==> config.mk <==
export PLATFORM = sky130hd
export DESIGN_NAME = handshake_tx_ctrl_flat
export DESIGN_NICKNAME = d
export VERILOG_FILES = /design/src/rtl/handshake_tx_ctrl_if.sv /design/src/rtl/handshake_tx_ctrl.sv /design/src/flat_wrapper.sv
export SDC_FILE = /design/constraint.sdc
export NUM_CORES = 1
export LEC_CHECK = 0
export ABC_AREA = 1
export CAP_MARGIN = 10
export CORE_ASPECT_RATIO = 0.6
export CORE_MARGIN = 4
export CORE_UTILIZATION = 55
export CTS_BUF_LIST = sky130_fd_sc_hd__clkbuf_4
export DETAILED_ROUTE_END_ITERATION = 10
export HOLD_SLACK_MARGIN = 0.08
export PLACE_DENSITY = 0.77
export SYNTH_ARGS = -nofsm -noshare
export SYNTH_HDL_FRONTEND = slang
export SYNTH_SLANG_ARGS = --single-unit
==> constraint.sdc <==
create_clock -name clk -period 2 [get_ports clk]
set_input_delay 0.5 -clock clk [delete_from_list [all_inputs] [get_ports clk]]
set_output_delay 0.5 -clock clk [all_outputs]
set_load 0.01 [all_outputs]
==> src/rtl/handshake_tx_ctrl_if.sv <==
// Stream and CDC-launch signals of the handshake write-domain front end.
// The slave side is the controller; the master side is the stream source
// together with the downstream handshake block.
interface handshake_tx_ctrl_if #(
  parameter int unsigned DATA_WIDTH = 32
);
  logic [DATA_WIDTH-1:0] in_data;
  logic                  in_valid;
  logic                  in_ready;
  logic [DATA_WIDTH-1:0] xfer_data;
  logic                  start;
  logic                  done;

  modport master (
    output in_data,
    output in_valid,
    output done,
    input  in_ready,
    input  xfer_data,
    input  start
  );

  modport slave (
    input  in_data,
    input  in_valid,
    input  done,
    output in_ready,
    output xfer_data,
    output start
  );
endinterface

==> src/rtl/handshake_tx_ctrl.sv <==
// Write-domain front end for the handshake CDC: buffers stream words in a
// small FIFO and launches them one at a time on a stable holding register,
// waiting for done before launching the next word.
module handshake_tx_ctrl #(
  parameter int unsigned DATA_WIDTH     = 32,
  parameter int unsigned DEPTH          = 4,    // power of 2, >= 2
  parameter int unsigned TIMEOUT_CYCLES = 1024  // 0 disables the timeout
) (
  input  logic                 clk,
  input  logic                 rst_n,
  handshake_tx_ctrl_if.slave   bus,
  input  logic                 err_clr,
  output logic                 busy,
  output logic                 timeout_err,
  output logic [15:0]          words_sent
);

  localparam int unsigned AW = $clog2(DEPTH);
  localparam int unsigned TW = (TIMEOUT_CYCLES < 2) ? 1 : $clog2(TIMEOUT_CYCLES + 1);
  localparam logic [AW:0] PtrOne = (AW + 1)'(1);
  localparam logic [TW-1:0] TMax = TW'(TIMEOUT_CYCLES);
  localparam logic [TW-1:0] TOne = TW'(1);

  typedef enum logic [1:0] {StIdle, StLaunch, StWait} state_e;

  state_e                state_q, state_d;
  logic [DATA_WIDTH-1:0] mem_q [DEPTH];
  logic [AW:0]           wptr_q, rptr_q;  // top bit is the wrap bit
  logic [DATA_WIDTH-1:0] xfer_q;
  logic                  start_q;
  logic [TW-1:0]         tcnt_q, tcnt_d;
  logic                  err_q, err_d, err_set;
  logic [15:0]           words_sent_q;

  logic full, empty, push, pop, done_ok;

  assign empty = (wptr_q == rptr_q);
  assign full  = (wptr_q[AW] != rptr_q[AW]) && (wptr_q[AW-1:0] == rptr_q[AW-1:0]);
  assign push  = bus.in_valid && !full;

  assign bus.in_ready  = !full;
  assign bus.xfer_data = xfer_q;
  assign bus.start     = start_q;
  assign busy          = (state_q != StIdle);
  assign timeout_err   = err_q;
  assign words_sent    = words_sent_q;

  // Next-state decode; pop is only ever requested by the FSM.
  always_comb begin
    state_d = state_q;
    pop     = 1'b0;
    done_ok = 1'b0;
    unique case (state_q)
      StIdle: begin
        if (!empty) begin
          pop     = 1'b1;
          state_d = StLaunch;
        end
      end
      StLaunch: state_d = StWait;
      StWait: begin
        if (bus.done) begin
          done_ok = 1'b1;
          if (!empty) begin
            pop     = 1'b1;
            state_d = StLaunch;
          end else begin
            state_d = StIdle;
          end
        end
      end
      default: state_d = StIdle;
    endcase
  end

  // Timeout counter: cleared on WAIT entry, saturates at TIMEOUT_CYCLES.
  always_comb begin
    tcnt_d  = tcnt_q;
    err_set = 1'b0;
    if (state_q == StLaunch) begin
      tcnt_d = '0;
    end else if (state_q == StWait && !bus.done && TIMEOUT_CYCLES != 0) begin
      if (tcnt_q != TMax) begin
        tcnt_d = tcnt_q + TOne;
        if (tcnt_q == TMax - TOne) err_set = 1'b1;
      end
    end
    // A set in the same cycle as a clear wins.
    if (err_set)      err_d = 1'b1;
    else if (err_clr) err_d = 1'b0;
    else              err_d = err_q;
  end

  // FSM, pointers, holding register and status registers.
  always_ff @(posedge clk or negedge rst_n) begin
    if (!rst_n) begin
      state_q      <= StIdle;
      wptr_q       <= '0;
      rptr_q       <= '0;
      xfer_q       <= '0;
      start_q      <= 1'b0;
      tcnt_q       <= '0;
      err_q        <= 1'b0;
      words_sent_q <= '0;
    end else begin
      state_q <= state_d;
      start_q <= (state_d == StLaunch);
      tcnt_q  <= tcnt_d;
      err_q   <= err_d;
      if (push) wptr_q <= wptr_q + PtrOne;
      if (pop) begin
        rptr_q <= rptr_q + PtrOne;
        xfer_q <= mem_q[rptr_q[AW-1:0]];
      end
      if (done_ok) words_sent_q <= words_sent_q + 16'd1;
    end
  end

  // FIFO storage.
  always_ff @(posedge clk or negedge rst_n) begin
    if (!rst_n) begin
      for (int unsigned i = 0; i < DEPTH; i++) mem_q[i] <= '0;
    end else if (push) begin
      mem_q[wptr_q[AW-1:0]] <= bus.in_data;
    end
  end

endmodule

==> src/flat_wrapper.sv <==
// flat-port wrapper written by rule: the top's interface ports become plain ports
module handshake_tx_ctrl_flat 
#(
  parameter int unsigned DATA_WIDTH     = 32,
  parameter int unsigned DEPTH          = 4,                       
  parameter int unsigned TIMEOUT_CYCLES = 1024                           
)
  (clk, rst_n, err_clr, busy, timeout_err, words_sent, bus_in_data, bus_in_valid, bus_done, bus_in_ready, bus_xfer_data, bus_start);
  handshake_tx_ctrl_if #(.DATA_WIDTH(DATA_WIDTH)) bus_i ();
  input  logic clk;
  input  logic rst_n;
  input  logic err_clr;
  output logic busy;
  output logic timeout_err;
  output logic [15:0] words_sent;
  input wire logic [$bits(bus_i.in_data)-1:0] bus_in_data;
  input wire logic [$bits(bus_i.in_valid)-1:0] bus_in_valid;
  input wire logic [$bits(bus_i.done)-1:0] bus_done;
  output wire logic [$bits(bus_i.in_ready)-1:0] bus_in_ready;
  output wire logic [$bits(bus_i.xfer_data)-1:0] bus_xfer_data;
  output wire logic [$bits(bus_i.start)-1:0] bus_start;
  assign bus_i.in_data = bus_in_data;
  assign bus_i.in_valid = bus_in_valid;
  assign bus_i.done = bus_done;
  assign bus_in_ready = bus_i.in_ready;
  assign bus_xfer_data = bus_i.xfer_data;
  assign bus_start = bus_i.start;
  handshake_tx_ctrl #(.DATA_WIDTH(DATA_WIDTH), .DEPTH(DEPTH), .TIMEOUT_CYCLES(TIMEOUT_CYCLES)) u_core (.clk(clk), .rst_n(rst_n), .bus(bus_i), .err_clr(err_clr), .busy(busy), .timeout_err(timeout_err), .words_sent(words_sent));
endmodule
==> load_flow_metrics.sql <==
INSERT INTO impl_metrics (metric_group, metric, value, unit) VALUES
('status', 'outcome', 'complete, no violations', ''),
('synthesis', 'synth.largest_area_cell', 'sky130_fd_sc_hd__dfrtp_1', ''),
('timing', 'final.setup.tns', '0', 'ns'),
('cts', 'cts.sinks', '197', ''),
('timing', 'maxSlewHeadroom', '53.2', '%'),
('pwr', 'vdd_ir_drop_max', '1060', 'µV'),
('cells_and_area', 'areaGrowthSynthToFinish', '17.8', '%'),
('cells_and_area', 'diodes', '0', ''),
('synthesis', 'number_of_unique_standard_cell_types_used_by_synthesis', '27', ''),
('worst_setup_path', 'regToRegStartpoint', 'u_core.rptr_q[0]', ''),
('timing', 'slew_violations', '0', ''),
('route', 'vias_per_cell', '5.47', ''),
('cts', 'tritoncts', 'built', ''),
('global_routing', 'congestion_overflow_gr', '0', ''),
('synthesis', 'gate_count_post_synth', '1061', ''),
('pwr', 'total_power', '16.2', 'mW'),
('global_routing', 'grt_first_pass_wirelength', '36.0', 'mm'),
('cts', 'clkLatencyLatePin', '0.57', 'ns'),
('cts', 'clkTransAtPathRegs', '0.17', 'ns'),
('pwr', 'cellLeakagePower', '5.34', 'nW'),
('cts', 'cts_buffers', '17', ''),
('worst_setup_path', 'timing.critical_path.from', 'u_core.wptr_q[0]', ''),
('timing', 'hold_violations', '0', ''),
('timing', 'unrepaired_setup_endpoints_after_global_routing', 'yes', ''),
('worst_setup_path', 'crit_fanout', '2', ''),
('cts', 'cts-root-buf', 'sky130_fd_sc_hd__clkbuf_4', ''),
('route', 'antenna_violating_nets_post_route', '0', ''),
('cts', 'clock_tree.htree_level_count', '4', ''),
('synthesis', 'netlist_top_cells_count', 'sky130_fd_sc_hd__nand2_1 (279), sky130_fd_sc_hd__dfrtp_1 (197), sky130_fd_sc_hd__o21ai_1 (138), sky130_fd_sc_hd__nor2_1 (129), sky130_fd_sc_hd__o21ai_0 (92)', ''),
('synthesis', 'synth-seq-cells', '197', ''),
('worst_hold_path', 'hold_path_class', 'in2async', ''),
('timing', 'finClkSkew', '0.0329', 'ns'),
('synthesis', 'syn-num-nets', '1106', ''),
('floorplanning', 'io_pins', '89', ''),
('timing', 'setup_failing_eps_final', '0', ''),
('synthesis', 'yosys_warnings', '0', ''),
('flow_run', 'drv.max_cap_violation_count', '0', ''),
('worst_setup_path', 'critical_path.startpoint_type', 'register', ''),
('worst_setup_path', 'timing.critical_path.cells', 'xnor2_4 -> nand3_4 -> buf_6', ''),
('synthesis', 'synth.cell_area', '0.00901', 'mm²'),
('global_routing', 'globalRouteTotalUtil', '23.7', '%'),
('floorplanning', 'core_region_area', '0.0157', 'mm²'),
('cells_and_area', 'layout.nets', '1217', ''),
('placed_design', 'gp_congestion', '0.847', ''),
('floorplanning', 'chipHeight', '107', 'µm'),
('global_routing', 'antenna_violations_before_repair', '0', ''),
('timing', 'fin_worst_hold_slack', '0.426', 'ns'),
('floorplanning', 'effective_utilization_at_floorplan', '57.5', '%'),
('worst_setup_path', 'crit_required', '1.50', 'ns'),
('synthesis', 'synthArstFlopShare', '100', '%'),
('placed_design', 'placement.io_buffers', '88', ''),
('cells_and_area', 'drive_above_1_share', '9.97', '%'),
('timing', 'timing.final.crit_share', '99.1', '%'),
('route', 'firstDrtPassIters', '5', ''),
('global_routing', 'grt_start_max_net_pins', '68', ''),
('pwr', 'cellPowerDensity', '1530', 'mW/mm²'),
('worst_setup_path', 'arrival', '1.48', 'ns'),
('timing', 'final.min_clock_period', '1.98', 'ns'),
('worst_setup_path', 'critPathSlowestCell', 'sky130_fd_sc_hd__dfrtp_2', ''),
('floorplanning', 'floorplan.rows', '35', ''),
('worst_setup_path', 'type_of_the_worst_setup_path', 'reg2out', ''),
('synthesis', 'post_synth_main_area_contributors', 'sky130_fd_sc_hd__dfrtp_1 (55%), sky130_fd_sc_hd__nand2_1 (12%), sky130_fd_sc_hd__o21ai_1 (7.7%), sky130_fd_sc_hd__nor2_1 (5.4%), sky130_fd_sc_hd__o21ai_0 (5.1%)', ''),
('route', 'drc', '0', ''),
('worst_setup_path', 'cp-end-kind', 'output port', ''),
('route', 'routed_wl', '21.1', 'mm'),
('floorplanning', 'die_w', '173', 'µm'),
('synthesis', 'syn-mean-instance-area', '8.49', 'µm²'),
('cells_and_area', 'layout.filler_cells', '1353', ''),
('route', 'wire_per_inst', '15.2', 'µm'),
('cells_and_area', 'seqCellArea', '0.00494', 'mm²'),
('route', 'initialDrtViolationCount', '768', '');
[what timing repair did]
item | in CTS | in global routing
cloned | 0 | 0
setup buffers | 23 | 5
gates resized for setup | 57 | 8
hold buffers | 1 | 0
pin swaps | 1 | 1
hold endpoints to repair | 44 | 0
setup endpoints to repair | 51 | 3
[worst max-delay path: cells and delay by family (launching register included)]
kind	cells	cell delay, ns
xor+xnor	1	0.21
buf+inv	1	0.13
flops	1	0.48
simple gates	1	0.10
[sequential cells by signal (all words and copies together) (netlist names)]
name,count
u_core.mem_q,128
u_core.bus.xfer_data,32
u_core.words_sent,16
u_core.tcnt_q,11
u_core.rptr_q,3
u_core.wptr_q,3
u_core.state_q,2
u_core.bus.start,1
u_core.timeout_err,1
[cell families (layout without fill, tap and decap cells)]
kind of cell | count (synthesis) | count (layout) | share of synthesized area, %
xor+xnor | 13 | 13 | 1.47
simple gates | 489 | 489 | 22.6
flops | 197 | 197 | 54.7
compound gates | 234 | 234 | 13.1
buf+inv | 120 | 243 | 7.02
fa+ha+maj | 8 | 8 | 1.11
[layout make-up]
class	count	area share, %
Sequential cell	197	46.5
Multi-Input combinational cell	744	32.8
Timing Repair Buffer	151	13.7
Tap cell	203	2.39
Inverter	61	2.16
Clock buffer	18	1.27
Clock inverter	13	1.25
[placed cells by master (no fill, tap or decap), types with 3 or more instances in the layout]
cell type / n
sky130_fd_sc_hd__xor2_1: 6
sky130_fd_sc_hd__nand3b_1: 3
sky130_fd_sc_hd__ha_1: 8
sky130_fd_sc_hd__o21ai_1: 138
sky130_fd_sc_hd__buf_12: 12
sky130_fd_sc_hd__dfrtp_1: 192
sky130_fd_sc_hd__inv_1: 58
sky130_fd_sc_hd__inv_2: 3
sky130_fd_sc_hd__clkdlybuf4s50_1: 35
sky130_fd_sc_hd__dlygate4sd2_1: 50
sky130_fd_sc_hd__xnor2_1: 4
sky130_fd_sc_hd__buf_4: 50
sky130_fd_sc_hd__nand2_1: 277
sky130_fd_sc_hd__nand3_4: 5
sky130_fd_sc_hd__nand2_2: 3
sky130_fd_sc_hd__nand4_1: 17
sky130_fd_sc_hd__inv_8: 5
sky130_fd_sc_hd__o21ai_0: 92
sky130_fd_sc_hd__clkbuf_4: 18
sky130_fd_sc_hd__or2_2: 3
sky130_fd_sc_hd__nand3_1: 49
sky130_fd_sc_hd__clkinv_4: 4
sky130_fd_sc_hd__dfrtp_2: 5
sky130_fd_sc_hd__nor2_1: 129
[final timing paths]
check	cells past startpoint	slack, ns	endpoint
max	3	0.02	bus_in_ready
min	2	0.43	u_core.tcnt_q[7]
max reg2reg	8	0.15	u_core.bus.xfer_data[22]
min reg2reg	2	0.49	u_core.bus.xfer_data[4]
max in group asynchronous	3	0.95	u_core.bus.xfer_data[23]
min in group clk	2	0.49	u_core.bus.xfer_data[4]
[metal layers]
layer	up-vias	global-route usage, %	part of all wire, %
met5	-	0	0
met4	0	5.07	0.94
met1	3641	34.9	48
li1	3664	-	-
met2	262	37.0	45
met3	23	4.26	6.3
[per-stage QoR]
step                      setup slack [ns]  utilization, %  instances  area, µm²
after floorplan                      0.463               -       1061       9010
after detailed placement            0.0409            64.8       1327      10200
after global placement              0.0839            64.8       1327      10200
after CTS                           -0.203            67.4       1382      10600
after global routing               -0.0653            67.7       1387      10600
final                               0.0176            67.7       1387      10600
[power breakdown]
part / switching [mW] / leakage [nW] / internal [mW]
sequential: 0.902 / 2.49 / 5.64
clock: 1.50 / 0.146 / 0.575
combinational: 4.55 / 2.70 / 3.07
No activity file was read; power rests on OpenSTA's default activity.
